$ cat src/rtl/jtoutrun_ram_resp_if.sv
// ---------------------------------------------------------------------------
// jtoutrun_ram_resp_if
//
// Bundles the two buses the RAM responder sits between:
//   * CPU side   : ram_cs / vram_cs select, word address, byte write strobes,
//                  write data in, read data + ok strobe out.
//   * SDRAM side : one slot request (addr, cs, we, dsn, din) out and the
//                  arbiter's ack / rdy pulses plus read data back.
//
// Modports:
//   slave  - the responder's view (takes CPU requests, drives the SDRAM slot)
//   master - the environment's view (CPU + SDRAM arbiter, e.g. a testbench)
//
// Parameters:
//   AW  - CPU word-address width (addr[AW:1])
//   SDW - SDRAM word-address width
// ---------------------------------------------------------------------------
interface jtoutrun_ram_resp_if #(
    parameter int AW  = 15,
    parameter int SDW = 22
) ();
    // CPU side
    logic            ram_cs;
    logic            vram_cs;
    logic [AW:1]     addr;
    logic            UDSWn;
    logic            LDSWn;
    logic [15:0]     cpu_dout;
    logic [15:0]     ram_data;
    logic            ram_ok;

    // SDRAM slot side
    logic [SDW-1:0]  sdram_addr;
    logic            sdram_cs;
    logic            sdram_we;
    logic [1:0]      sdram_dsn;
    logic [15:0]     sdram_din;
    logic [15:0]     sdram_dout;
    logic            sdram_ack;
    logic            sdram_rdy;

    modport slave (
        input  ram_cs, vram_cs, addr, UDSWn, LDSWn, cpu_dout,
        output ram_data, ram_ok,
        output sdram_addr, sdram_cs, sdram_we, sdram_dsn, sdram_din,
        input  sdram_dout, sdram_ack, sdram_rdy
    );

    modport master (
        output ram_cs, vram_cs, addr, UDSWn, LDSWn, cpu_dout,
        input  ram_data, ram_ok,
        input  sdram_addr, sdram_cs, sdram_we, sdram_dsn, sdram_din,
        output sdram_dout, sdram_ack, sdram_rdy
    );
endinterface

$ cat src/rtl/jtoutrun_ram_resp.sv
// ---------------------------------------------------------------------------
// jtoutrun_ram_resp
//
// Responder for the OutRun main CPU work-RAM / VRAM accesses. Each CPU access
// becomes one SDRAM slot transaction; the returned word is handed back to the
// CPU together with a level ok strobe that stays up until the CPU releases
// its chip select. A one-word read cache lets repeated reads of the same word
// finish in a single cycle without touching the SDRAM.
//
// Ports:
//   clk   - system clock
//   rstn  - synchronous reset, active low
//   bus   - jtoutrun_ram_resp_if.slave
//             CPU   : ram_cs, vram_cs, addr, UDSWn, LDSWn, cpu_dout (in)
//                     ram_data, ram_ok (out)
//             SDRAM : sdram_addr, sdram_cs, sdram_we, sdram_dsn,
//                     sdram_din (out); sdram_dout, sdram_ack,
//                     sdram_rdy (in)
//
// Parameters:
//   AW       - CPU word-address width (addr[AW:1])
//   SDW      - SDRAM word-address width
//   BASE     - SDRAM word offset of the RAM region
//   CACHE_EN - 1 enables the one-word read cache, 0 sends every read to SDRAM
// ---------------------------------------------------------------------------
module jtoutrun_ram_resp #(
    parameter int          AW       = 15,
    parameter int          SDW      = 22,
    parameter int unsigned BASE     = 32'h0010_0000,
    parameter int          CACHE_EN = 1
) (
    input  logic                 clk,
    input  logic                 rstn,
    jtoutrun_ram_resp_if.slave   bus
);

    // Access key = {vram_cs, addr}: one bit wider than the CPU address so
    // that work RAM and VRAM occupy separate halves of the SDRAM region.
    localparam int KW       = AW + 1;
    localparam bit CACHE_ON = (CACHE_EN != 0);

    typedef enum logic [1:0] {
        IDLE = 2'd0,
        REQ  = 2'd1,
        WAIT = 2'd2,
        DONE = 2'd3
    } state_t;

    state_t          state_q,   state_d;

    // Latched request, held stable towards the SDRAM arbiter
    logic [KW-1:0]   key_q,     key_d;
    logic            we_q,      we_d;
    logic [1:0]      dsn_q,     dsn_d;
    logic [15:0]     din_q,     din_d;
    logic [SDW-1:0]  sdaddr_q,  sdaddr_d;
    logic            sdcs_q,    sdcs_d;

    // CPU response
    logic            ok_q,      ok_d;
    logic [15:0]     rdata_q,   rdata_d;

    // One-word read cache
    logic [15:0]     cache_q,   cache_d;
    logic [KW-1:0]   ckey_q,    ckey_d;
    logic            cvld_q,    cvld_d;

    // served: the current CPU access already got its ok; blocks a second
    // start until the CPU drops cs.
    // abort : cs went low while the SDRAM transaction was in flight, so its
    // result must not be reported even if a new cs is already high.
    logic            served_q,  served_d;
    logic            abort_q,   abort_d;

    // ---------------------------------------------------------------------
    // Combinational decode of the CPU request
    // ---------------------------------------------------------------------
    logic            cs;
    logic [KW-1:0]   key_in;
    logic            wr_in;
    logic            hit;
    logic            complete;
    logic [15:0]     merge_word;

    assign cs     = bus.ram_cs | bus.vram_cs;
    assign key_in = {bus.vram_cs, bus.addr};
    assign wr_in  = ~(bus.UDSWn & bus.LDSWn);
    assign hit    = CACHE_ON && cvld_q && (ckey_q == key_in) && !wr_in;

    // Data phase finishes either together with the ack (both pulses in the
    // same cycle) or later, while waiting.
    assign complete = ((state_q == REQ)  && bus.sdram_ack && bus.sdram_rdy) ||
                      ((state_q == WAIT) && bus.sdram_rdy);

    // Byte-lane merge of a write into the cached word. dsn bit 1 is the
    // upper byte, bit 0 the lower byte; a low strobe takes the new data.
    genvar gi;
    generate
        for (gi = 0; gi < 2; gi++) begin : g_merge
            assign merge_word[gi*8 +: 8] = dsn_q[gi] ? cache_q[gi*8 +: 8]
                                                     : din_q[gi*8 +: 8];
        end
    endgenerate

    // ---------------------------------------------------------------------
    // Next-state / output logic
    // ---------------------------------------------------------------------
    always_comb begin
        state_d  = state_q;
        key_d    = key_q;
        we_d     = we_q;
        dsn_d    = dsn_q;
        din_d    = din_q;
        sdaddr_d = sdaddr_q;
        sdcs_d   = sdcs_q;
        ok_d     = ok_q;
        rdata_d  = rdata_q;
        cache_d  = cache_q;
        ckey_d   = ckey_q;
        cvld_d   = cvld_q;
        served_d = served_q;
        abort_d  = abort_q;

        if (!cs) begin
            served_d = 1'b0;
        end

        // Remember a cs drop while the slot transaction is outstanding
        if (((state_q == REQ) || (state_q == WAIT)) && !cs) begin
            abort_d = 1'b1;
        end

        case (state_q)
            IDLE: begin
                if (cs && !served_q) begin
                    if (hit) begin
                        rdata_d  = cache_q;
                        ok_d     = 1'b1;
                        served_d = 1'b1;
                        state_d  = DONE;
                    end else begin
                        key_d    = key_in;
                        we_d     = wr_in;
                        dsn_d    = wr_in ? {bus.UDSWn, bus.LDSWn} : 2'b00;
                        din_d    = bus.cpu_dout;
                        // Modulo-2^SDW offset into the RAM region
                        sdaddr_d = SDW'(BASE) + SDW'(key_in);
                        sdcs_d   = 1'b1;
                        abort_d  = 1'b0;
                        state_d  = REQ;
                    end
                end
            end

            REQ: begin
                if (bus.sdram_ack) begin
                    sdcs_d  = 1'b0;
                    state_d = WAIT;
                end
            end

            WAIT: begin
                // Completion handled below, shared with REQ
            end

            DONE: begin
                if (!cs) begin
                    ok_d    = 1'b0;
                    state_d = IDLE;
                end
            end

            default: begin
                state_d = IDLE;
            end
        endcase

        if (complete) begin
            // Cache maintenance happens even for aborted accesses so the
            // cached word never goes stale relative to SDRAM.
            if (!we_q) begin
                cache_d = bus.sdram_dout;
                ckey_d  = key_q;
                cvld_d  = CACHE_ON;
            end else if (cvld_q && (ckey_q == key_q)) begin
                cache_d = merge_word;
            end

            if (cs && !abort_q) begin
                if (!we_q) begin
                    rdata_d = bus.sdram_dout;
                end
                ok_d     = 1'b1;
                served_d = 1'b1;
                state_d  = DONE;
            end else begin
                state_d  = IDLE;
            end
        end
    end

    // ---------------------------------------------------------------------
    // State registers
    // ---------------------------------------------------------------------
    always_ff @(posedge clk) begin
        if (!rstn) begin
            state_q  <= IDLE;
            key_q    <= '0;
            we_q     <= 1'b0;
            dsn_q    <= 2'b11;
            din_q    <= '0;
            sdaddr_q <= '0;
            sdcs_q   <= 1'b0;
            ok_q     <= 1'b0;
            rdata_q  <= '0;
            cache_q  <= '0;
            ckey_q   <= '0;
            cvld_q   <= 1'b0;
            served_q <= 1'b0;
            abort_q  <= 1'b0;
        end else begin
            state_q  <= state_d;
            key_q    <= key_d;
            we_q     <= we_d;
            dsn_q    <= dsn_d;
            din_q    <= din_d;
            sdaddr_q <= sdaddr_d;
            sdcs_q   <= sdcs_d;
            ok_q     <= ok_d;
            rdata_q  <= rdata_d;
            cache_q  <= cache_d;
            ckey_q   <= ckey_d;
            cvld_q   <= cvld_d;
            served_q <= served_d;
            abort_q  <= abort_d;
        end
    end

    // ---------------------------------------------------------------------
    // Outputs
    // ---------------------------------------------------------------------
    assign bus.ram_data   = rdata_q;
    assign bus.ram_ok     = ok_q;
    assign bus.sdram_addr = sdaddr_q;
    assign bus.sdram_cs   = sdcs_q;
    assign bus.sdram_we   = we_q;
    assign bus.sdram_dsn  = dsn_q;
    assign bus.sdram_din  = din_q;

endmodule

$ cat src/flat_wrapper.sv
// flat-port wrapper written by rule: the top's interface ports become plain ports
module jtoutrun_ram_resp_flat 
#(
    parameter int          AW       = 15,
    parameter int          SDW      = 22,
    parameter int unsigned BASE     = 32'h0010_0000,
    parameter int          CACHE_EN = 1
)
  (clk, rstn, bus_ram_cs, bus_vram_cs, bus_addr, bus_UDSWn, bus_LDSWn, bus_cpu_dout, bus_ram_data, bus_ram_ok, bus_sdram_addr, bus_sdram_cs, bus_sdram_we, bus_sdram_dsn, bus_sdram_din, bus_sdram_dout, bus_sdram_ack, bus_sdram_rdy);
  jtoutrun_ram_resp_if #(.AW(AW), .SDW(SDW)) bus_i ();
  input  logic clk;
  input  logic rstn;
  input wire logic [$bits(bus_i.ram_cs)-1:0] bus_ram_cs;
  input wire logic [$bits(bus_i.vram_cs)-1:0] bus_vram_cs;
  input wire logic [$bits(bus_i.addr)-1:0] bus_addr;
  input wire logic [$bits(bus_i.UDSWn)-1:0] bus_UDSWn;
  input wire logic [$bits(bus_i.LDSWn)-1:0] bus_LDSWn;
  input wire logic [$bits(bus_i.cpu_dout)-1:0] bus_cpu_dout;
  output wire logic [$bits(bus_i.ram_data)-1:0] bus_ram_data;
  output wire logic [$bits(bus_i.ram_ok)-1:0] bus_ram_ok;
  output wire logic [$bits(bus_i.sdram_addr)-1:0] bus_sdram_addr;
  output wire logic [$bits(bus_i.sdram_cs)-1:0] bus_sdram_cs;
  output wire logic [$bits(bus_i.sdram_we)-1:0] bus_sdram_we;
  output wire logic [$bits(bus_i.sdram_dsn)-1:0] bus_sdram_dsn;
  output wire logic [$bits(bus_i.sdram_din)-1:0] bus_sdram_din;
  input wire logic [$bits(bus_i.sdram_dout)-1:0] bus_sdram_dout;
  input wire logic [$bits(bus_i.sdram_ack)-1:0] bus_sdram_ack;
  input wire logic [$bits(bus_i.sdram_rdy)-1:0] bus_sdram_rdy;
  assign bus_i.ram_cs = bus_ram_cs;
  assign bus_i.vram_cs = bus_vram_cs;
  assign bus_i.addr = bus_addr;
  assign bus_i.UDSWn = bus_UDSWn;
  assign bus_i.LDSWn = bus_LDSWn;
  assign bus_i.cpu_dout = bus_cpu_dout;
  assign bus_ram_data = bus_i.ram_data;
  assign bus_ram_ok = bus_i.ram_ok;
  assign bus_sdram_addr = bus_i.sdram_addr;
  assign bus_sdram_cs = bus_i.sdram_cs;
  assign bus_sdram_we = bus_i.sdram_we;
  assign bus_sdram_dsn = bus_i.sdram_dsn;
  assign bus_sdram_din = bus_i.sdram_din;
  assign bus_i.sdram_dout = bus_sdram_dout;
  assign bus_i.sdram_ack = bus_sdram_ack;
  assign bus_i.sdram_rdy = bus_sdram_rdy;
  jtoutrun_ram_resp #(.AW(AW), .SDW(SDW), .BASE(BASE), .CACHE_EN(CACHE_EN)) u_core (.clk(clk), .rstn(rstn), .bus(bus_i));
endmodule
$ cat config.mk
export PLATFORM = sky130hd
export DESIGN_NAME = jtoutrun_ram_resp_flat
export DESIGN_NICKNAME = d
export VERILOG_FILES = /design/src/rtl/jtoutrun_ram_resp_if.sv /design/src/rtl/jtoutrun_ram_resp.sv /design/src/flat_wrapper.sv
export SDC_FILE = /design/constraint.sdc
export NUM_CORES = 1
export LEC_CHECK = 0
export ABC_CLOCK_PERIOD_IN_PS = 2700
export CORE_ASPECT_RATIO = 0.75
export CORE_MARGIN = 1.5
export CORE_UTILIZATION = 44
export CTS_BUF_LIST = sky130_fd_sc_hd__clkbuf_8
export DETAILED_ROUTE_END_ITERATION = 12
export GPL_ROUTABILITY_DRIVEN = 0
export PLACE_DENSITY = 0.72
export SYNTH_ARGS = -nofsm -noshare
export SYNTH_HDL_FRONTEND = slang
export SYNTH_SLANG_ARGS = --single-unit
$ cat constraint.sdc
create_clock -name clk -period 2.7 [get_ports clk]
set_clock_uncertainty 0.1 [all_clocks]
set_input_delay 0.405 -clock clk [delete_from_list [all_inputs] [get_ports clk]]
set_output_delay 0.405 -clock clk [all_outputs]
set_load 0.01 [all_outputs]
# After elaboration in Yosys (flattened, before gate mapping)

Index checks and enable logic that the tools add are counted.
W data, S select, Z words.

Register bits: 112
Input bits: 55
Output and inout port bits: 59
Word-level logic and storage cells: 96

$add $sub $neg: 1
Equal/unequal tests: 14
Muxes and demuxes: 38
Bitwise gates (word level): 5
Reductions and logical operators: 23

Operator list:

| kind                     | number |
|---|---|
| $mux W16                 | 8 |
| $eq A16 B16 Y1           | 2 |
| $add A21 B16 Y22 const A | 1 |
| $mux W1                  | 18 |
| $mux W8                  | 2 |
| $mux W2                  | 7 |
| $ne A2 B2 Y1 const B     | 5 |
| $logic_and A1 B1 Y1      | 9 |
| $reduce_and A3 Y1        | 3 |
| $reduce_and A4 Y1        | 2 |
| $pmux W2 S3              | 1 |
| $eq A2 B2 Y1 const B     | 2 |
| $pmux W1 S2              | 2 |
| $reduce_bool A4 Y1       | 1 |
| $logic_not A1 Y1         | 3 |
| $ne A3 B1 Y1 const B     | 1 |
| $ne A3 B2 Y1 const B     | 1 |
| $ne A3 B3 Y1 const B     | 1 |
| $not A1 Y1               | 3 |
| $eq A2 B1 Y1 const B     | 1 |
| $logic_not A2 Y1         | 1 |
| $logic_or A1 B1 Y1       | 2 |
| $ne A2 B1 Y1 const B     | 1 |
| $reduce_and A2 Y1        | 1 |
| 3 further kinds          | 3 |

# Logic depth before layout (Yosys ltp)

Gate-level depths: netlist of run 1.

Depth in word-level cells: 9
Depth in mapped cells: 9
Depth with buffers taken out: 7

# Worst setup path before layout of run 1

OpenSTA, ideal clock, no wires.

Path type: reg-to-reg
Start: reg u_core.state_q[1]
End: reg u_core.cache_q[0]
Arrival: 1.757 ns
Data required time: 2.454 ns
Path slack: 0.697 ns
Stages on the path, launching flop included: 8
Path buffers: 0
Path through: dfxtp_1 -> inv_1 -> ha_1 -> and2_4 -> o21ai_4 -> nor4_4 -> a31o_2 -> a211oi_2

Longest elaborated chain between the ends: 5

RTL lines:

| what                             | line                     | source |
|---|---|---|
| from (decl)                      | jtoutrun_ram_resp.sv:49  | `state_t state_q, state_d;` |
| from (signal assigned)           | jtoutrun_ram_resp.sv:222 | `state_q <= state_d;` |
| $eq A2 B1 Y1                     | jtoutrun_ram_resp.sv:92  | `assign complete = ((state_q == REQ) && bus.sdram_ack && bus.sdram_rdy) \|\|` |
| $logic_and A1 B1 Y1 (2 in a row) | jtoutrun_ram_resp.sv:92  |  |
| $logic_or A1 B1 Y1 (*)           | jtoutrun_ram_resp.sv:92  |  |
| $reduce_and A3 Y1 (no line) (*)  | --                       |  |
| to (signal assigned)             | jtoutrun_ram_resp.sv:231 | `cache_q <= cache_d;` |
| to (decl)                        | jtoutrun_ram_resp.sv:64  | `logic [15:0] cache_q, cache_d;` |

Every way passes the cells marked *; elsewhere a longest branch is shown, timed or not.
A chain may end at the register's enable or synchronous reset.

# Worst setup path in the final report of run 1

Start: in bus_addr[14]
End: reg u_core.key_q[10]

Longest elaborated chain between the ends: 5

RTL lines:

| what                             | line                     | source |
|---|---|---|
| from (decl)                      | flat_wrapper.sv:15       | `input wire logic [$bits(bus_i.addr)-1:0] bus_addr;` |
| $eq A16 B16 Y1                   | jtoutrun_ram_resp.sv:88  | `assign hit = CACHE_ON && cvld_q && (ckey_q == key_in) && !wr_in;` |
| $logic_and A1 B1 Y1 (2 in a row) | jtoutrun_ram_resp.sv:88  |  |
| $not A1 Y1 (no line)             | --                       |  |
| $reduce_and A3 Y1 (no line)      | --                       |  |
| to (signal assigned)             | jtoutrun_ram_resp.sv:223 | `key_q <= key_d;` |
| to (decl)                        | jtoutrun_ram_resp.sv:52  | `logic [KW-1:0] key_q, key_d;` |

No other way between the ends.

==> impl_results.html, run 1 <==
<table>
<tr><th>Metric</th><th>Value</th></tr>
<tr><th colspan="2">Hold path</th></tr>
<tr><td>Worst Hold Class</td><td>reg -&gt; reg</td></tr>
<tr><th colspan="2">Route</th></tr>
<tr><td>Via total after detailed routing</td><td>4909</td></tr>
<tr><td>Number of nets still failing antenna checks after routing</td><td>0</td></tr>
<tr><td>Average via count per standard cell</td><td>5.994</td></tr>
<tr><td>First-pass DRT Iterations</td><td>5</td></tr>
<tr><td>Routed wire length</td><td>14450 um</td></tr>
<tr><td>Remaining DRCs</td><td>0</td></tr>
<tr><td>DRC marker count from the first detailed-route iteration</td><td>278</td></tr>
<tr><td>Routed WL per cell</td><td>17.64 um</td></tr>
<tr><th colspan="2">Power and ir drop</th></tr>
<tr><td>Leakage power</td><td>2.283 nW</td></tr>
<tr><td>PwrDens</td><td>816.9 nW/um^2</td></tr>
<tr><td>IR Drop Worst-Case VDD</td><td>389.0 uV</td></tr>
<tr><th colspan="2">CTS</th></tr>
<tr><td>TritonCTS clock tree</td><td>yes</td></tr>
<tr><td>Post-CTS Repair Setup Buffers</td><td>0</td></tr>
<tr><td>H-tree depth</td><td>3</td></tr>
<tr><td>Clock insertion delay at the later pin of the skew report</td><td>0.36 ns</td></tr>
<tr><td>Sinks on Clock Net</td><td>91</td></tr>
<tr><td>Quantity of hold-fixing buffers added after cts</td><td>0</td></tr>
<tr><td>Root cell of the clock tree</td><td>sky130_fd_sc_hd__clkbuf_8</td></tr>
<tr><td>Number of buffers on the longest clock path</td><td>2</td></tr>
<tr><td>Resized cells post-CTS</td><td>0</td></tr>
<tr><td>Number of CTS-inserted buffers</td><td>9</td></tr>
<tr><td>Clk pin slew, worst setup/hold paths</td><td>0.08 ns</td></tr>
<tr><th colspan="2">Run</th></tr>
<tr><td>Max-Cap Viols</td><td>0</td></tr>
<tr><th colspan="2">Global routing</th></tr>
<tr><td>Grt total ovfl</td><td>0</td></tr>
<tr><td>Antenna violations before repair</td><td>0</td></tr>
<tr><td>Total track usage</td><td>24.59%</td></tr>
<tr><td>Pin count of the biggest net entering global routing</td><td>55</td></tr>
<tr><td>Wire length of the first global-routing pass</td><td>23410 um</td></tr>
<tr><td>Number of global-route vias before repair</td><td>4637</td></tr>
<tr><th colspan="2">Floorplan</th></tr>
<tr><td>Floorplan Core Area</td><td>10940 um^2</td></tr>
<tr><td>Starting utilization of the core area</td><td>45.36%</td></tr>
<tr><td>Ports</td><td>114</td></tr>
<tr><td>Area of the die</td><td>11930 um^2</td></tr>
<tr><td>Die span in x</td><td>125.6 um</td></tr>
<tr><td>Vert. Die Dim</td><td>94.98 um</td></tr>
<tr><td>Number of placement rows</td><td>33</td></tr>
<tr><th colspan="2">Layout</th></tr>
<tr><td>Design Area, Final</td><td>6371 um^2</td></tr>
<tr><td>Filler instances</td><td>967</td></tr>
<tr><td>Number of nets at the end of the flow</td><td>736</td></tr>
<tr><td>Area added between synthesis and finish</td><td>28.36%</td></tr>
<tr><td>Count of placed standard cells in the final layout, fillers left out</td><td>819</td></tr>
<tr><td>Footprint of the flip-flops and latches</td><td>1822 um^2</td></tr>
<tr><td>Multi-input gate area in the final layout</td><td>2883 um^2</td></tr>
<tr><td>Proportion of layout cells with a drive suffix above 1</td><td>9.720%</td></tr>
<tr><td>Antenna Cells</td><td>0</td></tr>
<tr><th colspan="2">Timing</th></tr>
<tr><td>Post-route clock period utilization</td><td>82.62%</td></tr>
<tr><td>Slew of the pin with the lowest slew margin</td><td>0.8058 ns</td></tr>
<tr><td>Rel. slew slack</td><td>46.20%</td></tr>
<tr><td>Setup TNS</td><td>0 ns</td></tr>
<tr><td>Unrepaired setup endpoints after global routing</td><td>false</td></tr>
<tr><td>Number of slew-limit violations in the final report</td><td>0</td></tr>
<tr><td>Upper clock frequency limit</td><td>448.3 MHz</td></tr>
<tr><td>Final setup fails</td><td>0</td></tr>
<tr><td>Smallest hold slack</td><td>0.3733 ns</td></tr>
<tr><td>Number of endpoints with negative hold slack in the final report</td><td>0</td></tr>
<tr><td>Post-route minimum period</td><td>2.231 ns</td></tr>
<tr><th colspan="2">Critical path</th></tr>
<tr><td>Critical Setup Path Class</td><td>in -&gt; reg</td></tr>
<tr><td>Number of buffers and inverters on the critical path</td><td>2</td></tr>
<tr><td>Arrival time at the worst endpoint</td><td>2.38 ns</td></tr>
<tr><td>CP Cell Sequence</td><td>clkdlybuf4s50_1 &gt; xnor2_1 &gt; nand4_1 &gt; or2_2 &gt; buf_12 &gt; o311ai_0</td></tr>
<tr><td>Maximum net fanout on the critical path</td><td>28</td></tr>
<tr><td>Cell family with the largest share of critical-path delay</td><td>buffers and inverters</td></tr>
<tr><td>Type of destination of the critical path</td><td>register</td></tr>
<tr><td>Critical Path Source Type</td><td>input port</td></tr>
<tr><td>Slowest cell on the critical path</td><td>sky130_fd_sc_hd__or2_2</td></tr>
<tr><td>Largest incremental delay on the critical path</td><td>0.51 ns</td></tr>
<tr><td>Data required time of the worst path</td><td>2.84 ns</td></tr>
<tr><th colspan="2">Logic synthesis</th></tr>
<tr><td>Async S/R FF share, synth</td><td>0%</td></tr>
<tr><td>Fraction of the yosys area taken by sequential cells</td><td>36.70%</td></tr>
<tr><td>Synthesized area</td><td>4964 um^2</td></tr>
<tr><td>Yosys synthesis warning count</td><td>0</td></tr>
<tr><td>Top cells by area, synth</td><td>sky130_fd_sc_hd__dfxtp_1 37%, sky130_fd_sc_hd__nand2_1 7.6%, sky130_fd_sc_hd__a2bb2oi_1 5.6%</td></tr>
<tr><td>Yosys top cell area share</td><td>36.70%</td></tr>
<tr><td>Most used flip-flop cell after synthesis</td><td>sky130_fd_sc_hd__dfxtp_1</td></tr>
<tr><td>Count of different cell masters after synthesis</td><td>52</td></tr>
<tr><td>Post-Syn Area per Cell</td><td>8.456 um^2</td></tr>
<tr><td>Number of flip-flops and latches in the synthesized netlist</td><td>91</td></tr>
<tr><td>Library cell occupying the most area in the post-synthesis netlist</td><td>sky130_fd_sc_hd__dfxtp_1</td></tr>
<tr><td>Syn Inst Count</td><td>587</td></tr>
<tr><td>Count of flip-flops with a built-in enable after synthesis</td><td>0</td></tr>
<tr><th colspan="2">Place</th></tr>
<tr><td>Input/output buffers</td><td>108</td></tr>
<tr><td>Count of placed standard cells including taps</td><td>805</td></tr>
<tr><td>Area post-placement</td><td>6203 um^2</td></tr>
<tr><td>HPWL Detailed</td><td>10080 um</td></tr>
<tr><th colspan="2">Outcome</th></tr>
<tr><td>Result of the run</td><td>complete, no violations</td></tr>
</table>
## layout make-up
cell class | instances | share of cell area, %
Inverter | 8 | 0.4713
Clock inverter | 3 | 0.2553
Clock buffer | 11 | 2.376
Multi-Input combinational cell | 434 | 45.25
Tap cell | 140 | 2.749
Timing Repair Buffer | 132 | 20.31
Sequential cell | 91 | 28.59
## through the flow
step | power, mW | worst slack, ns | util [%]
CTS | 5.232 | 0.4771 | 58.23
floorplan | 3.395 | 0.6973 | -
global placement | 4.312 | 0.1782 | 56.70
finish | 5.205 | 0.4693 | 58.23
detailed placement | 4.386 | 0.1273 | 56.70
global route | 5.551 | 0.3039 | 58.23
## sequential cells by signal (all words and copies together), names as in the netlist
register and cells:
u_core.bus.ram_data 16, u_core.bus.sdram_din 16, u_core.cache_q 16, u_core.ckey_q 16, u_core.key_q 15, u_core.bus.sdram_addr 2, u_core.bus.sdram_dsn 2, u_core.state_q 2
u_core.abort_q 1, u_core.bus.ram_ok 1, u_core.bus.sdram_cs 1, u_core.bus.sdram_we 1, u_core.cvld_q 1, u_core.served_q 1
## Yosys cell counts, drive strengths merged, types with 17 or more instances
cell and count:
nand3 18, a21oi 25, a211oi 17, and3 33, o311ai 32, nand2 102, mux2i 17, buf 20
a2bb2oi 32, xnor2 19, o21ai 38, dfxtp 91, clkbuf 38
## kinds of logic (layout without fill, tap and decap cells)
logic type	Yosys count	after routing	synth area share (%)
other	1	5	0.07555
DFF	91	91	36.70
and+or+nand+nor	183	183	17.95
xor gates and xnor gates	32	32	5.647
muxes	17	17	3.428
buffers and inverters	66	154	5.848
AOI/OAI and AO/OA	192	192	29.09
adders and majority gates	5	5	1.260
## where the power goes
part           switching, mW  internal [mW]
sequential             0.340           1.69
combinational           1.11           1.24
clock                  0.465          0.370
## final timing paths
check	startpoint	endpoint	slack (ns)	depth (start not counted)
max	bus_addr[14]	u_core.key_q[10]$_SDFFE_PN0P_	0.47	6
min	u_core.bus.sdram_addr[20]$_SDFFE_PN0P_	u_core.bus.sdram_addr[20]$_SDFFE_PN0P_	0.37	1
max reg2reg	u_core.state_q[1]$_SDFFE_PN0P_	u_core.cache_q[8]$_SDFFE_PN0P_	0.49	8
min reg2reg	u_core.bus.sdram_addr[20]$_SDFFE_PN0P_	u_core.bus.sdram_addr[20]$_SDFFE_PN0P_	0.37	1
## worst reg2reg max path, cell delays in order (launching register included)
cell and delay, ns:
sky130_fd_sc_hd__dfxtp_1 0.36, sky130_fd_sc_hd__inv_1 0.09, sky130_fd_sc_hd__ha_1 0.25, sky130_fd_sc_hd__and2_4 0.20, sky130_fd_sc_hd__o21ai_4 0.09, sky130_fd_sc_hd__nor4_4 0.42
sky130_fd_sc_hd__buf_4 0.23, sky130_fd_sc_hd__a311oi_1 0.11, sky130_fd_sc_hd__a211oi_1 0.27
## cells in the final DEF, fill, tap and decap left out, drive strengths merged, types with 18 or more instances in the layout
cell	netlist	layout
clkdlybuf4s50	0	107
nand2	102	102
dfxtp	91	91
o21ai	38	38
and3	33	33
a2bb2oi	32	32
o311ai	32	32
a21oi	25	25
buf	20	25
xnor2	19	19
nand3	18	18
## per-layer routing
metal	vias up	global-route usage, %	wire, um
met4	0	4.735	89
met1	2373	32.80	6760
met5	-	0	0
li1	2360	-	-
met3	9	6.006	991
met2	167	40.85	6604
No activity file was read; power rests on OpenSTA's default activity.
==> inputs of run 2 (changes only) <==
--- a/config.mk
+++ b/config.mk
@@ -5,7 +5,7 @@
 export SDC_FILE = /design/constraint.sdc
 export NUM_CORES = 1
 export LEC_CHECK = 0
-export ABC_CLOCK_PERIOD_IN_PS = 2700
+export ABC_CLOCK_PERIOD_IN_PS = 2300
 export CORE_ASPECT_RATIO = 0.75
 export CORE_MARGIN = 1.5
 export CORE_UTILIZATION = 44
==> constraint.sdc (replaced) <==
create_clock -name clk -period 2.3 [get_ports clk]
set_clock_uncertainty 0.1 [all_clocks]
set_input_delay 0.345 -clock clk [delete_from_list [all_inputs] [get_ports clk]]
set_output_delay 0.345 -clock clk [all_outputs]
set_load 0.01 [all_outputs]
==> run 2 against run 1 <==
Net effect: sequential power up 17%; die area unchanged; non-clock buffer count up 13; utilization up 1.6 points; flip-flop and latch count unchanged; register-to-register slack worse by 0.35 ns; first-iteration DRC count up 64%; combinational power up 23%; worst hold slack worse by 0.014 ns.
==> impl_results.html, run 2 (synthesized netlist as in run 1, its figures left out) <==
<table>
<tr><th>Metric</th><th>Value</th></tr>
<tr><th colspan="2">Route</th></tr>
<tr><td>Via total after detailed routing</td><td>4997</td></tr>
<tr><td>DRC marker count from the first detailed-route iteration</td><td>455</td></tr>
<tr><td>Routed wire length</td><td>14980 um</td></tr>
<tr><td>Routed WL per cell</td><td>17.96 um</td></tr>
<tr><td>Remaining DRCs</td><td>0</td></tr>
<tr><td>Number of nets still failing antenna checks after routing</td><td>0</td></tr>
<tr><td>Average via count per standard cell</td><td>5.992</td></tr>
<tr><td>First-pass DRT Iterations</td><td>5</td></tr>
<tr><th colspan="2">Timing</th></tr>
<tr><td>Rel. slew slack</td><td>44.41%</td></tr>
<tr><td>Post-route minimum period</td><td>2.191 ns</td></tr>
<tr><td>Setup TNS</td><td>0 ns</td></tr>
<tr><td>Slew of the pin with the lowest slew margin</td><td>0.8338 ns</td></tr>
<tr><td>Number of slew-limit violations in the final report</td><td>0</td></tr>
<tr><td>Post-route clock period utilization</td><td>95.27%</td></tr>
<tr><td>Upper clock frequency limit</td><td>456.4 MHz</td></tr>
<tr><td>Final setup fails</td><td>0</td></tr>
<tr><td>Final critical-path setup slack</td><td>0.1087 ns</td></tr>
<tr><td>Number of endpoints with negative hold slack in the final report</td><td>0</td></tr>
<tr><th colspan="2">Outcome</th></tr>
<tr><td>Result of the run</td><td>complete, no violations</td></tr>
<tr><th colspan="2">Run</th></tr>
<tr><td>Max-Cap Viols</td><td>0</td></tr>
<tr><th colspan="2">Global routing</th></tr>
<tr><td>Wire length of the first global-routing pass</td><td>24050 um</td></tr>
<tr><td>Grt total ovfl</td><td>0</td></tr>
<tr><td>Number of global-route vias before repair</td><td>4741</td></tr>
<tr><td>Antenna violations before repair</td><td>0</td></tr>
<tr><td>Total track usage</td><td>25.20%</td></tr>
<tr><td>Pin count of the biggest net entering global routing</td><td>53</td></tr>
<tr><th colspan="2">CTS</th></tr>
<tr><td>Quantity of hold-fixing buffers added after cts</td><td>0</td></tr>
<tr><td>Clk pin slew, worst setup/hold paths</td><td>0.09 ns</td></tr>
<tr><td>Resized cells post-CTS</td><td>0</td></tr>
<tr><td>Post-CTS Repair Setup Buffers</td><td>0</td></tr>
<tr><td>Clock insertion delay at the later pin of the skew report</td><td>0.37 ns</td></tr>
<tr><td>Number of CTS-inserted buffers</td><td>9</td></tr>
<tr><td>Sinks on Clock Net</td><td>91</td></tr>
<tr><td>Root cell of the clock tree</td><td>sky130_fd_sc_hd__clkbuf_8</td></tr>
<tr><td>H-tree depth</td><td>3</td></tr>
<tr><td>Number of buffers on the longest clock path</td><td>2</td></tr>
<tr><td>TritonCTS clock tree</td><td>yes</td></tr>
<tr><th colspan="2">Layout</th></tr>
<tr><td>Leading cell types in the layout, fill and taps excluded</td><td>107 x sky130_fd_sc_hd__clkdlybuf4s50_1, 101 x sky130_fd_sc_hd__nand2_1, 91 x sky130_fd_sc_hd__dfxtp_1</td></tr>
<tr><td>Antenna Cells</td><td>0</td></tr>
<tr><td>Number of nets at the end of the flow</td><td>749</td></tr>
<tr><td>Most common library cell in the layout ignoring fill and taps</td><td>sky130_fd_sc_hd__clkdlybuf4s50_1</td></tr>
<tr><td>Filler instances</td><td>947</td></tr>
<tr><td>Proportion of layout cells with a drive suffix above 1</td><td>11.96%</td></tr>
<tr><td>Design Area, Final</td><td>6546 um^2</td></tr>
<tr><td>Core utilization of the finished layout</td><td>59.83%</td></tr>
<tr><td>Area added between synthesis and finish</td><td>31.89%</td></tr>
<tr><th colspan="2">Critical path</th></tr>
<tr><td>Startpoint of the lowest-slack register-to-register path</td><td>u_core.state_q[1]$_SDFFE_PN0P_</td></tr>
<tr><td>Start point of the critical path</td><td>bus_addr[8]</td></tr>
<tr><td>CP endpoint</td><td>u_core.bus.sdram_cs$_SDFFE_PN0P_</td></tr>
<tr><td>Critical Setup Path Class</td><td>in -&gt; reg</td></tr>
<tr><td>Critical Path Source Type</td><td>input port</td></tr>
<tr><td>Maximum net fanout on the critical path</td><td>8</td></tr>
<tr><td>FF-to-FF End</td><td>u_core.bus.sdram_din[4]$_SDFFE_PN0P_</td></tr>
<tr><td>Cell count of the worst reg-to-reg path</td><td>8</td></tr>
<tr><td>Register-to-register setup slack</td><td>0.14 ns</td></tr>
<tr><td>Arrival time at the worst endpoint</td><td>2.39 ns</td></tr>
<tr><td>Data required time of the worst path</td><td>2.50 ns</td></tr>
<tr><td>Type of destination of the critical path</td><td>register</td></tr>
<tr><th colspan="2">Place</th></tr>
<tr><td>Input/output buffers</td><td>108</td></tr>
<tr><td>HPWL Detailed</td><td>10370 um</td></tr>
<tr><td>Minimum setup slack after placement</td><td>-0.2105 ns</td></tr>
<tr><td>Area post-placement</td><td>6319 um^2</td></tr>
<tr><th colspan="2">Floorplan</th></tr>
<tr><td>Floorplan Core Area</td><td>10940 um^2</td></tr>
<tr><td>Ports</td><td>114</td></tr>
<tr><td>Number of placement rows</td><td>33</td></tr>
<tr><td>Starting utilization of the core area</td><td>45.36%</td></tr>
<tr><td>Die span in x</td><td>125.6 um</td></tr>
<tr><td>Vert. Die Dim</td><td>94.98 um</td></tr>
<tr><td>Area of the die</td><td>11930 um^2</td></tr>
<tr><th colspan="2">Power and ir drop</th></tr>
<tr><td>IR Drop Worst-Case VDD</td><td>467.7 uV</td></tr>
<tr><td>Leakage power</td><td>2.370 nW</td></tr>
<tr><td>PwrDens</td><td>974.3 nW/um^2</td></tr>
<tr><th colspan="2">Hold path</th></tr>
<tr><td>Worst hold path startpoint</td><td>rstn</td></tr>
<tr><td>Worst Hold Class</td><td>in -&gt; reg</td></tr>
</table>
[run 2: changes by cell type in the layout (fill, tap and decap cells not counted), sizes merged]
cell    delta
buf       +12
clkinv     +3
bufinv     +1
inv        -1
[run 2: layout make-up]
class | instances | area, um^2 | share of cell area, %
Clock buffer | 10 | 137.6 | 2.102
Clock inverter | 6 | 65.06 | 0.9939
Inverter | 8 | 30.03 | 0.4587
Multi-Input combinational cell | 434 | 2892 | 44.17
Sequential cell | 91 | 1822 | 27.83
Tap cell | 140 | 175.2 | 2.676
Timing Repair Buffer | 145 | 1425 | 21.77
[run 2: routing by layer]
metal | part of all wire (%) | routed length (um) | global-route usage, % | vias up
met5 | 0 | 0 | 0 | -
met4 | 1.3 | 197 | 8.144 | 0
met3 | 7.5 | 1120 | 5.099 | 20
met2 | 45 | 6747 | 40.58 | 205
met1 | 46 | 6912 | 34.08 | 2393
li1 | - | - | - | 2379
[run 2: power by group]
part | switching, mW | internal [mW] | total [mW]
Combinational | 1.34 | 1.52 | 2.87
Sequential | 0.401 | 1.98 | 2.38
Clock | 0.599 | 0.532 | 1.13
[run 2: how the worst min path moves through the flow]
stage / to / cells after the start
floorplan: u_core.bus.ram_data[2]$_SDFF_PN0_ / 2
global placement: u_core.bus.ram_data[14]$_SDFF_PN0_ / 2
detailed placement: u_core.bus.ram_data[7]$_SDFF_PN0_ / 2
CTS: u_core.key_q[12]$_SDFFE_PN0P_ / 3
global route: u_core.key_q[10]$_SDFFE_PN0P_ / 3
finish: u_core.key_q[8]$_SDFFE_PN0P_ / 3
[run 2: critical path, stage by stage]
cell,delay (ns)
sky130_fd_sc_hd__clkdlybuf4s50_1,0.44
sky130_fd_sc_hd__xnor2_1,0.31
sky130_fd_sc_hd__nand4_1,0.19
sky130_fd_sc_hd__or2_2,0.43
sky130_fd_sc_hd__o21ai_0,0.41
sky130_fd_sc_hd__mux2i_1,0.26
[run 2: per-stage QoR]
step	power [mW]	instances	hold slack [ns]
floorplan	3.985	591	0.3611
global route	6.731	834	0.3769
CTS	6.330	833	0.3416
global placement	5.126	817	0.3702
detailed placement	5.197	817	0.3804
finish	6.378	834	0.3589
==> inputs of run 3 (changes only) <==
--- a/config.mk
+++ b/config.mk
@@ -8,11 +8,11 @@
 export ABC_CLOCK_PERIOD_IN_PS = 2300
 export CORE_ASPECT_RATIO = 0.75
 export CORE_MARGIN = 1.5
-export CORE_UTILIZATION = 44
+export CORE_UTILIZATION = 40
 export CTS_BUF_LIST = sky130_fd_sc_hd__clkbuf_8
 export DETAILED_ROUTE_END_ITERATION = 12
 export GPL_ROUTABILITY_DRIVEN = 0
-export PLACE_DENSITY = 0.72
+export PLACE_DENSITY = 0.66
 export SYNTH_ARGS = -nofsm -noshare
 export SYNTH_HDL_FRONTEND = slang
 export SYNTH_SLANG_ARGS = --single-unit
==> run 3 against run 2 <==
Net effect: flip-flop and latch count unchanged; critical path depth grew 3; die area increased by 9.7%; utilization down 5.4 points; via count shrank 0.40%; critical path type is now reg -> reg; critical endpoint is now u_core.cache_q[4]$_SDFFE_PN0P_; largest power group unchanged.
==> impl_results.html, run 3 (synthesized netlist as in run 1, its figures left out) <==
<table>
<tr><th>Metric</th><th>Value</th></tr>
<tr><th colspan="2">Run</th></tr>
<tr><td>Max-Cap Viols</td><td>0</td></tr>
<tr><th colspan="2">Layout</th></tr>
<tr><td>Proportion of layout cells with a drive suffix above 1</td><td>12.07%</td></tr>
<tr><td>Filler instances</td><td>1130</td></tr>
<tr><td>Design Area, Final</td><td>6621 um^2</td></tr>
<tr><td>Number of nets at the end of the flow</td><td>751</td></tr>
<tr><td>Area added between synthesis and finish</td><td>33.40%</td></tr>
<tr><td>Most common library cell in the layout ignoring fill and taps</td><td>sky130_fd_sc_hd__clkdlybuf4s50_1</td></tr>
<tr><td>Core utilization of the finished layout</td><td>54.39%</td></tr>
<tr><td>Leading cell types in the layout, fill and taps excluded</td><td>107 x sky130_fd_sc_hd__clkdlybuf4s50_1, 101 x sky130_fd_sc_hd__nand2_1, 91 x sky130_fd_sc_hd__dfxtp_1</td></tr>
<tr><td>Antenna Cells</td><td>0</td></tr>
<tr><th colspan="2">CTS</th></tr>
<tr><td>Root cell of the clock tree</td><td>sky130_fd_sc_hd__clkbuf_8</td></tr>
<tr><td>Post-CTS Repair Setup Buffers</td><td>0</td></tr>
<tr><td>H-tree depth</td><td>3</td></tr>
<tr><td>TritonCTS clock tree</td><td>yes</td></tr>
<tr><td>Sinks on Clock Net</td><td>91</td></tr>
<tr><td>Number of buffers on the longest clock path</td><td>2</td></tr>
<tr><td>Clk pin slew, worst setup/hold paths</td><td>0.09 ns</td></tr>
<tr><td>Clock insertion delay at the later pin of the skew report</td><td>0.37 ns</td></tr>
<tr><td>Resized cells post-CTS</td><td>0</td></tr>
<tr><td>Number of CTS-inserted buffers</td><td>9</td></tr>
<tr><td>Quantity of hold-fixing buffers added after cts</td><td>0</td></tr>
<tr><th colspan="2">Timing</th></tr>
<tr><td>Number of slew-limit violations in the final report</td><td>0</td></tr>
<tr><td>Smallest hold slack</td><td>0.3853 ns</td></tr>
<tr><td>Number of endpoints with negative hold slack in the final report</td><td>0</td></tr>
<tr><td>Final setup fails</td><td>0</td></tr>
<tr><td>Rel. slew slack</td><td>62.95%</td></tr>
<tr><td>Unrepaired setup endpoints after global routing</td><td>false</td></tr>
<tr><td>Slew of the pin with the lowest slew margin</td><td>0.5527 ns</td></tr>
<tr><td>Post-route minimum period</td><td>2.192 ns</td></tr>
<tr><td>Upper clock frequency limit</td><td>456.3 MHz</td></tr>
<tr><td>Post-route clock period utilization</td><td>95.29%</td></tr>
<tr><th colspan="2">Hold path</th></tr>
<tr><td>Hold Path Depth</td><td>1</td></tr>
<tr><td>Hold-critical path endpoint</td><td>u_core.bus.sdram_addr[20]$_SDFFE_PN0P_</td></tr>
<tr><td>Worst hold path startpoint</td><td>u_core.bus.sdram_addr[20]$_SDFFE_PN0P_</td></tr>
<tr><td>Worst Hold Class</td><td>reg -&gt; reg</td></tr>
<tr><th colspan="2">Global routing</th></tr>
<tr><td>Wire length of the first global-routing pass</td><td>24620 um</td></tr>
<tr><td>Grt total ovfl</td><td>0</td></tr>
<tr><td>Total track usage</td><td>23.41%</td></tr>
<tr><td>Pin count of the biggest net entering global routing</td><td>89</td></tr>
<tr><td>Number of global-route vias before repair</td><td>4661</td></tr>
<tr><td>Antenna violations before repair</td><td>0</td></tr>
<tr><th colspan="2">Critical path</th></tr>
<tr><td>Cell count of the worst reg-to-reg path</td><td>9</td></tr>
<tr><td>Maximum net fanout on the critical path</td><td>6</td></tr>
<tr><td>Startpoint of the lowest-slack register-to-register path</td><td>u_core.state_q[1]$_SDFFE_PN0P_</td></tr>
<tr><td>Type of destination of the critical path</td><td>register</td></tr>
<tr><td>Register-to-register setup slack</td><td>0.11 ns</td></tr>
<tr><td>FF-to-FF End</td><td>u_core.cache_q[4]$_SDFFE_PN0P_</td></tr>
<tr><td>Critical Path Source Type</td><td>register</td></tr>
<tr><td>Arrival time at the worst endpoint</td><td>2.33 ns</td></tr>
<tr><td>Data required time of the worst path</td><td>2.44 ns</td></tr>
<tr><td>Critical Setup Path Class</td><td>reg -&gt; reg</td></tr>
<tr><th colspan="2">Power and ir drop</th></tr>
<tr><td>PwrDens</td><td>978.6 nW/um^2</td></tr>
<tr><td>Leakage power</td><td>2.397 nW</td></tr>
<tr><td>IR Drop Worst-Case VDD</td><td>441.4 uV</td></tr>
<tr><td>Power after layout</td><td>6.480 mW</td></tr>
<tr><th colspan="2">Route</th></tr>
<tr><td>Routed wire length</td><td>14970 um</td></tr>
<tr><td>Via total after detailed routing</td><td>4977</td></tr>
<tr><td>Routed WL per cell</td><td>17.36 um</td></tr>
<tr><td>Average via count per standard cell</td><td>5.774</td></tr>
<tr><td>DRC marker count from the first detailed-route iteration</td><td>403</td></tr>
<tr><td>First-pass DRT Iterations</td><td>5</td></tr>
<tr><td>Remaining DRCs</td><td>0</td></tr>
<tr><td>Number of nets still failing antenna checks after routing</td><td>0</td></tr>
<tr><th colspan="2">Place</th></tr>
<tr><td>HPWL Detailed</td><td>10480 um</td></tr>
<tr><td>Area post-placement</td><td>6399 um^2</td></tr>
<tr><td>Input/output buffers</td><td>108</td></tr>
<tr><th colspan="2">Floorplan</th></tr>
<tr><td>Vert. Die Dim</td><td>99.47 um</td></tr>
<tr><td>Die span in x</td><td>131.6 um</td></tr>
<tr><td>Floorplan Core Area</td><td>12170 um^2</td></tr>
<tr><td>Ports</td><td>114</td></tr>
<tr><td>Starting utilization of the core area</td><td>40.77%</td></tr>
<tr><td>Number of placement rows</td><td>35</td></tr>
<tr><td>Area of the die</td><td>13090 um^2</td></tr>
<tr><th colspan="2">Outcome</th></tr>
<tr><td>Result of the run</td><td>complete, no violations</td></tr>
</table>
## run 3: cell count changes in the layout (fill, tap and decap cells not counted), sizes merged
cell    before  now
inv          6    8
clkbuf      11    9
buf         37   40
bufinv       1    2
clkinv       6    4
## run 3: through the flow
| stage | TNS (ns) | instances | worst slack, ns |
|---|---|---|---|
| detailed placement | -4.915 | 846 | -0.1446 |
| floorplan | 0 | 591 | 0.2973 |
| CTS | 0 | 862 | 0.1387 |
| global route | 0 | 862 | 0.0009768 |
| global placement | -3.339 | 846 | -0.1098 |
| finish | 0 | 862 | 0.1083 |
## run 3: how the worst max path moves through the flow
stage	startpoint	end	slack, ns	depth (start not counted)
2_1_floorplan	u_core.state_q[1]$_SDFFE_PN0P_	u_core.cache_q[0]$_SDFFE_PN0P_	0.30	7
3_3_place_gp	bus_addr[10]	u_core.bus.sdram_dsn[0]$_SDFFE_PN1P_	-0.11	7
3_5_place_dp	bus_addr[0]	u_core.key_q[13]$_SDFFE_PN0P_	-0.14	6
4_1_cts	u_core.state_q[1]$_SDFFE_PN0P_	u_core.cache_q[4]$_SDFFE_PN0P_	0.14	9
5_1_grt	u_core.state_q[1]$_SDFFE_PN0P_	u_core.cache_q[12]$_SDFFE_PN0P_	0.001	9
6_report	u_core.state_q[1]$_SDFFE_PN0P_	u_core.cache_q[4]$_SDFFE_PN0P_	0.11	9
## run 3: layer usage
metal | track usage (%) | vias up | routed length, um
met2 | 35.43 | 163 | 6459
met3 | 5.148 | 22 | 1007
met5 | 0 | - | 0
met4 | 6.752 | 0 | 225
met1 | 33.49 | 2393 | 7275
li1 | - | 2399 | -
## run 3: report_power, final
part           leakage [nW]  internal, mW  switching (mW)  total (mW)
combinational          1.54          1.52            1.35        2.86
clock                 0.110         0.620           0.617        1.24
sequential            0.748          1.98           0.400        2.38
## run 3: critical path, stage by stage, from the launching register on
cell and delay, ns:
sky130_fd_sc_hd__dfxtp_1 0.44, sky130_fd_sc_hd__inv_1 0.09, sky130_fd_sc_hd__ha_1 0.25, sky130_fd_sc_hd__and2_4 0.18, sky130_fd_sc_hd__o21ai_4 0.17, sky130_fd_sc_hd__nor4_4 0.07, sky130_fd_sc_hd__buf_4 0.17, sky130_fd_sc_hd__buf_4 0.16
sky130_fd_sc_hd__a311oi_1 0.36, sky130_fd_sc_hd__a211oi_2 0.09
## run 3: cell type report
cell class	count	area [um^2]	area share [%]
Clock buffer	9	123.9	1.871
Clock inverter	7	98.84	1.493
Inverter	8	30.03	0.4535
Multi-Input combinational cell	434	2883	43.54
Sequential cell	91	1822	27.51
Tap cell	166	207.7	3.137
Timing Repair Buffer	147	1456	22.00
==> variant 1: new RTL, flow settings as in run 2 <==
`AW` is set to 15 in 3 places; all go to 14.
--- a/src/rtl/jtoutrun_ram_resp_if.sv
+++ b/src/rtl/jtoutrun_ram_resp_if.sv
@@ -17,5 +17,5 @@
 // ---------------------------------------------------------------------------
 interface jtoutrun_ram_resp_if #(
-    parameter int AW  = 15,
+    parameter int AW  = 14,
     parameter int SDW = 22
 ) ();
--- a/src/rtl/jtoutrun_ram_resp.sv
+++ b/src/rtl/jtoutrun_ram_resp.sv
@@ -25,5 +25,5 @@
 // ---------------------------------------------------------------------------
 module jtoutrun_ram_resp #(
-    parameter int          AW       = 15,
+    parameter int          AW       = 14,
     parameter int          SDW      = 22,
     parameter int unsigned BASE     = 32'h0010_0000,
--- a/src/flat_wrapper.sv
+++ b/src/flat_wrapper.sv
@@ -2,5 +2,5 @@
 module jtoutrun_ram_resp_flat 
 #(
-    parameter int          AW       = 15,
+    parameter int          AW       = 14,
     parameter int          SDW      = 22,
     parameter int unsigned BASE     = 32'h0010_0000,
Interface: changed (resized bus_addr); port bits go from 114 to 113. The function was not compared with the original's and may differ.
==> variant 1 against run 2 <==
- power decreased by 14%
- wire length decreased by 18%
- highest routed layer unchanged
- largest power group unchanged
- area after synthesis decreased by 13%
- core utilization increased by 0.29 points
- final area decreased by 12%
- worst setup slack improved by 0.067 ns
- sequential cell count decreased by 2
- first-iteration DRC count decreased by 21%
==> variant 1: results (changes against run 2) <==
status finished clean; Synth area leaders dfxtp_1 (41%), a21oi_1 (8.1%), a211oi_1 (4.5%); hold depth 1 (-2); post-synthesis mux area share 3.72% (+0.29 points); Seq/Total Area, Yosys 41.4% (+4.7 points); peak supply drop 0.000446 V (-4.5%); Critical Path Start Type flop; Compound-Gate Fraction of Synth Area 27.8% (-1.3 points); Post-DP HPWL 8.80 mm (-15%); post-place setup slack -0.0464 ns (+0.164 ns); Sw Share 38.9% (+2.2 points); global-route wire length before repair 19.7 mm (-18%); Fillers 864 (-8.8%); initial DRC count 360 (-21%); Worst Path Max Fanout 17 (+9); Slowest-stage cell, CP dfxtp_1; n_diodes 0 (unchanged); Post-CTS Setup Repair Bufs 0 (unchanged); YS warnings 0 (unchanged); Net count, final 660 (-12%); via/cell ratio 5.70 (-4.9%); CP max stage delay 0.40 ns (-0.04 ns); Inserted Clock Buffers 9 (unchanged); CTS H-Tree Depth 3 (unchanged); Synth Area in Adders 1.45% (+0.19 points); Worst slew margin 66.1% (+22 points); Post-Synth XOR/XNOR Area 6.10% (+0.45 points); First-pass DRT Iterations 5 (unchanged); vias in the first global route 3953 (-17%); Synth cell types 47 (-9.6%); Worst-path clk slew 0.10 ns; reg-to-reg startpoint u_core.state_q[1]; Hold Crit Class reg -> reg; Register-to-Register Path Depth 9 (+1); share of layout cells above drive strength 1 11.4% (-0.57 points); Top delay family on crit path compound AO/OA/AOI/OAI gates; Pleak 0.00203 µW (-15%); Tot GR Track Use 24.2% (-0.96 points); I/O Buffers 106 (-1.9%); Worst-Skew Late Latency 0.37 ns (about the same); hold_sp u_core.bus.sdram_addr[20]; post-CTS sizing 0 (unchanged); Worst Path Arrival 2.32 ns (-0.07 ns); drt wl/cell 16.7 µm (-7.0%); Async SR Flop Fraction 0% (unchanged); Longest Clk Path Bufs 2 (unchanged); largest net degree at the start of global routing 28 (-47%); synth cell count leaders dfxtp_1 (89), a21oi_1 (70), nand2_1 (36), nand3_1 (36)
-- variant 1: cell types whose count changed in the layout (fill, tap and decap cells not counted), moves of 22 or more --
cell and change:
nand2_1 -65, and3_1 -33, a21oi_1 +45, o21ai_1 +33
a2bb2oi_1 -32, o311ai_0 -22
-- variant 1: cell type report --
type	instances	area [µm²]	share of cell area, %
Clock buffer	9	124	2.15
Clock inverter	7	56.3	0.978
Inverter	7	26.3	0.456
Multi-Input combinational cell	361	2290	39.8
Sequential cell	89	1780	30.9
Tap cell	132	165	2.87
Timing Repair Buffer	133	1310	22.8
-- variant 1: per-stage QoR --
stage | hold slack (ns) | total power (µW) | cell area, µm² | std cells
after floorplan | 0.355 | 3510 | 4330 | 504
after global routing | 0.394 | 5840 | 5760 | 738
after CTS | 0.384 | 5510 | 5750 | 738
final | 0.378 | 5520 | 5760 | 738
after detailed placement | 0.362 | 4520 | 5570 | 722
after global placement | 0.360 | 4450 | 5570 | 722
-- variant 1: power by group through the flow --
stage / clock (µW) / combinational (µW) / sequential (µW)
floorplan: 0 / 1350 / 2160
global placement: 0 / 2320 / 2130
detailed placement: 0 / 2380 / 2140
CTS: 1010 / 2390 / 2100
global route: 1070 / 2620 / 2150
finish: 996 / 2410 / 2110
-- variant 1: routing by layer --
layer / GRT usage [%] / routed length [µm]
met5: 0 / 0
met4: 6.46 / 150
met3: 5.82 / 1010
met2: 37.3 / 5390
met1: 34.2 / 5780
-- variant 1: path summary, 6_finish.rpt --
| check | end | slack [ns] |
|---|---|---|
| setup / recovery | u_core.cache_q[3] | 0.18 |
| hold / removal | u_core.bus.sdram_addr[20] | 0.38 |
| setup reg to reg | u_core.cache_q[3] | 0.18 |
| hold reg to reg | u_core.bus.sdram_addr[20] | 0.38 |
==> variant 2: new RTL, flow settings as in run 2 <==
Made on the original files. Encoding of `state_t`: now one-hot (4 bits for 4 states).
--- a/src/rtl/jtoutrun_ram_resp.sv
+++ b/src/rtl/jtoutrun_ram_resp.sv
@@ -40,9 +40,9 @@
     localparam bit CACHE_ON = (CACHE_EN != 0);
 
-    typedef enum logic [1:0] {
-        IDLE = 2'd0,
-        REQ  = 2'd1,
-        WAIT = 2'd2,
-        DONE = 2'd3
+    typedef enum logic [3:0] {
+        IDLE = 4'b0001,
+        REQ  = 4'b0010,
+        WAIT = 4'b0100,
+        DONE = 4'b1000
     } state_t;
 
Formal check against the unedited RTL: same outputs for any inputs over 4 cycles, from zero or initial values and one cycle with rstn low; so few cycles prove little.
==> variant 2 against run 2 <==
- wire length decreased by 22%
- area after synthesis fell by 10%
- final area down 9.6%
- sequential cell count grew 2
- via count shrank 21%
- fmax rose by 2.0%
- worst setup slack better by 0.042 ns
- first-iteration DRC count down 53%
Power is not compared: it rests on default switching activity, and its combinational part moved more than twofold at a synthesized area within 25%.
==> variant 2: results (changes against run 2) <==
status finished clean; I/O Buffers 108 (unchanged); Tot GR Track Use 22.2% (-3.0 points); Worst-Skew Late Latency 0.36 ns; Hold Crit Class reg -> reg; Synth area leaders dfxtp_1 (42%), mux2i_1 (15%), nand2_1 (8.5%); synth cell count leaders nand2_1 (101), dfxtp_1 (93), mux2i_1 (68), o21ai_0 (38), nor2_1 (27); largest net degree at the start of global routing 119 (+120%); Worst Path Arrival 2.27 ns (-0.12 ns); Post-Synth XOR/XNOR Area 6.30% (+0.66 points); Compound-Gate Fraction of Synth Area 10.5% (-19 points); Slowest-stage cell, CP dfxtp_1; sequential standard cell area 1860 µm² (+2.2%); Synth Area in Adders 0% (-1.3 points); share of layout cells above drive strength 1 10.2% (-1.7 points); Cells after DPL 731 (-11%); Post-DP HPWL 8.56 mm (-17%); Net count, final 665 (-11%); Top delay family on crit path compound AO/OA/AOI/OAI gates; vias in the first global route 3881 (-18%); peak supply drop 0.000350 V; drt wl/cell 15.6 µm (-13%); initial DRC count 213 (-53%); Worst slew margin 57.9% (+13 points); global-route wire length before repair 19.0 mm (-21%); vias 3963 (-21%); Synth cell types 41 (-21%); root buf cell clkbuf_8; Seq/Total Area, Yosys 41.9% (+5.2 points); post-synthesis mux area share 19.4% (+16 points); total routed wirelength 11.7 mm (-22%); Avg Inst Size Synth 8.89 µm² (+5.2%); CP max stage delay 0.49 ns (+0.05 ns); Fillers 840 (-11%); initial antenna violation count 0 (unchanged); post-place setup slack -0.155 ns (+0.0559 ns); Post-CTS Setup Repair Bufs 0 (unchanged); Placed Area 5750 µm² (-9.0%)
[variant 2: changes by cell type after synthesis, moves of 20 or more]
cell / before / now
o311ai_0: 22 / 0
mux2i_1: 17 / 68
a21oi_1: 25 / 3
and3_1: 33 / 2
nor2_1: 7 / 27
a2bb2oi_1: 32 / 0
[variant 2: layout make-up]
class / count / area share, %
Clock buffer: 10 / 2.33
Clock inverter: 6 / 0.529
Inverter: 6 / 0.381
Multi-Input combinational cell: 368 / 40.0
Sequential cell: 93 / 31.5
Tap cell: 132 / 2.79
Timing Repair Buffer: 132 / 22.5
[variant 2: per-layer routing]
metal | share of wire (%) | routed length, µm | GRT usage, %
met1 | 48 | 5540 | 29.7
met5 | 0 | 0 | 0
met2 | 45 | 5300 | 34.6
met3 | 5.5 | 638 | 6.79
met4 | 1.6 | 184 | 6.33
[variant 2: final timing paths]
kind	from	end	cells past startpoint	slack (ns)
hold / removal	u_core.cache_q[10]	u_core.cache_q[10]	2	0.37
hold reg to reg	u_core.cache_q[10]	u_core.cache_q[10]	2	0.37
setup / recovery	u_core.state_q[1]	u_core.cache_q[13]	6	0.15
setup reg to reg	u_core.state_q[1]	u_core.cache_q[13]	6	0.15
[variant 2: power by group through the flow]
stage / clock network [µW] / registers, µW / logic, µW
after floorplan: 0 / 2010 / 709
after global placement: 0 / 1980 / 1310
after detailed placement: 0 / 1990 / 1340
after CTS: 985 / 1960 / 1350
after global routing: 1050 / 1980 / 1440
final: 968 / 1960 / 1340
[variant 2: worst reg2reg max path: cells and delay by family (launching register included)]
family	cells	cell delay, ns
AO/OA/AOI/OAI	3	0.83
AND/OR/NAND/NOR	1	0.25
multiplexers	1	0.19
buffers and inverters	1	0.17
flip-flops	1	0.49
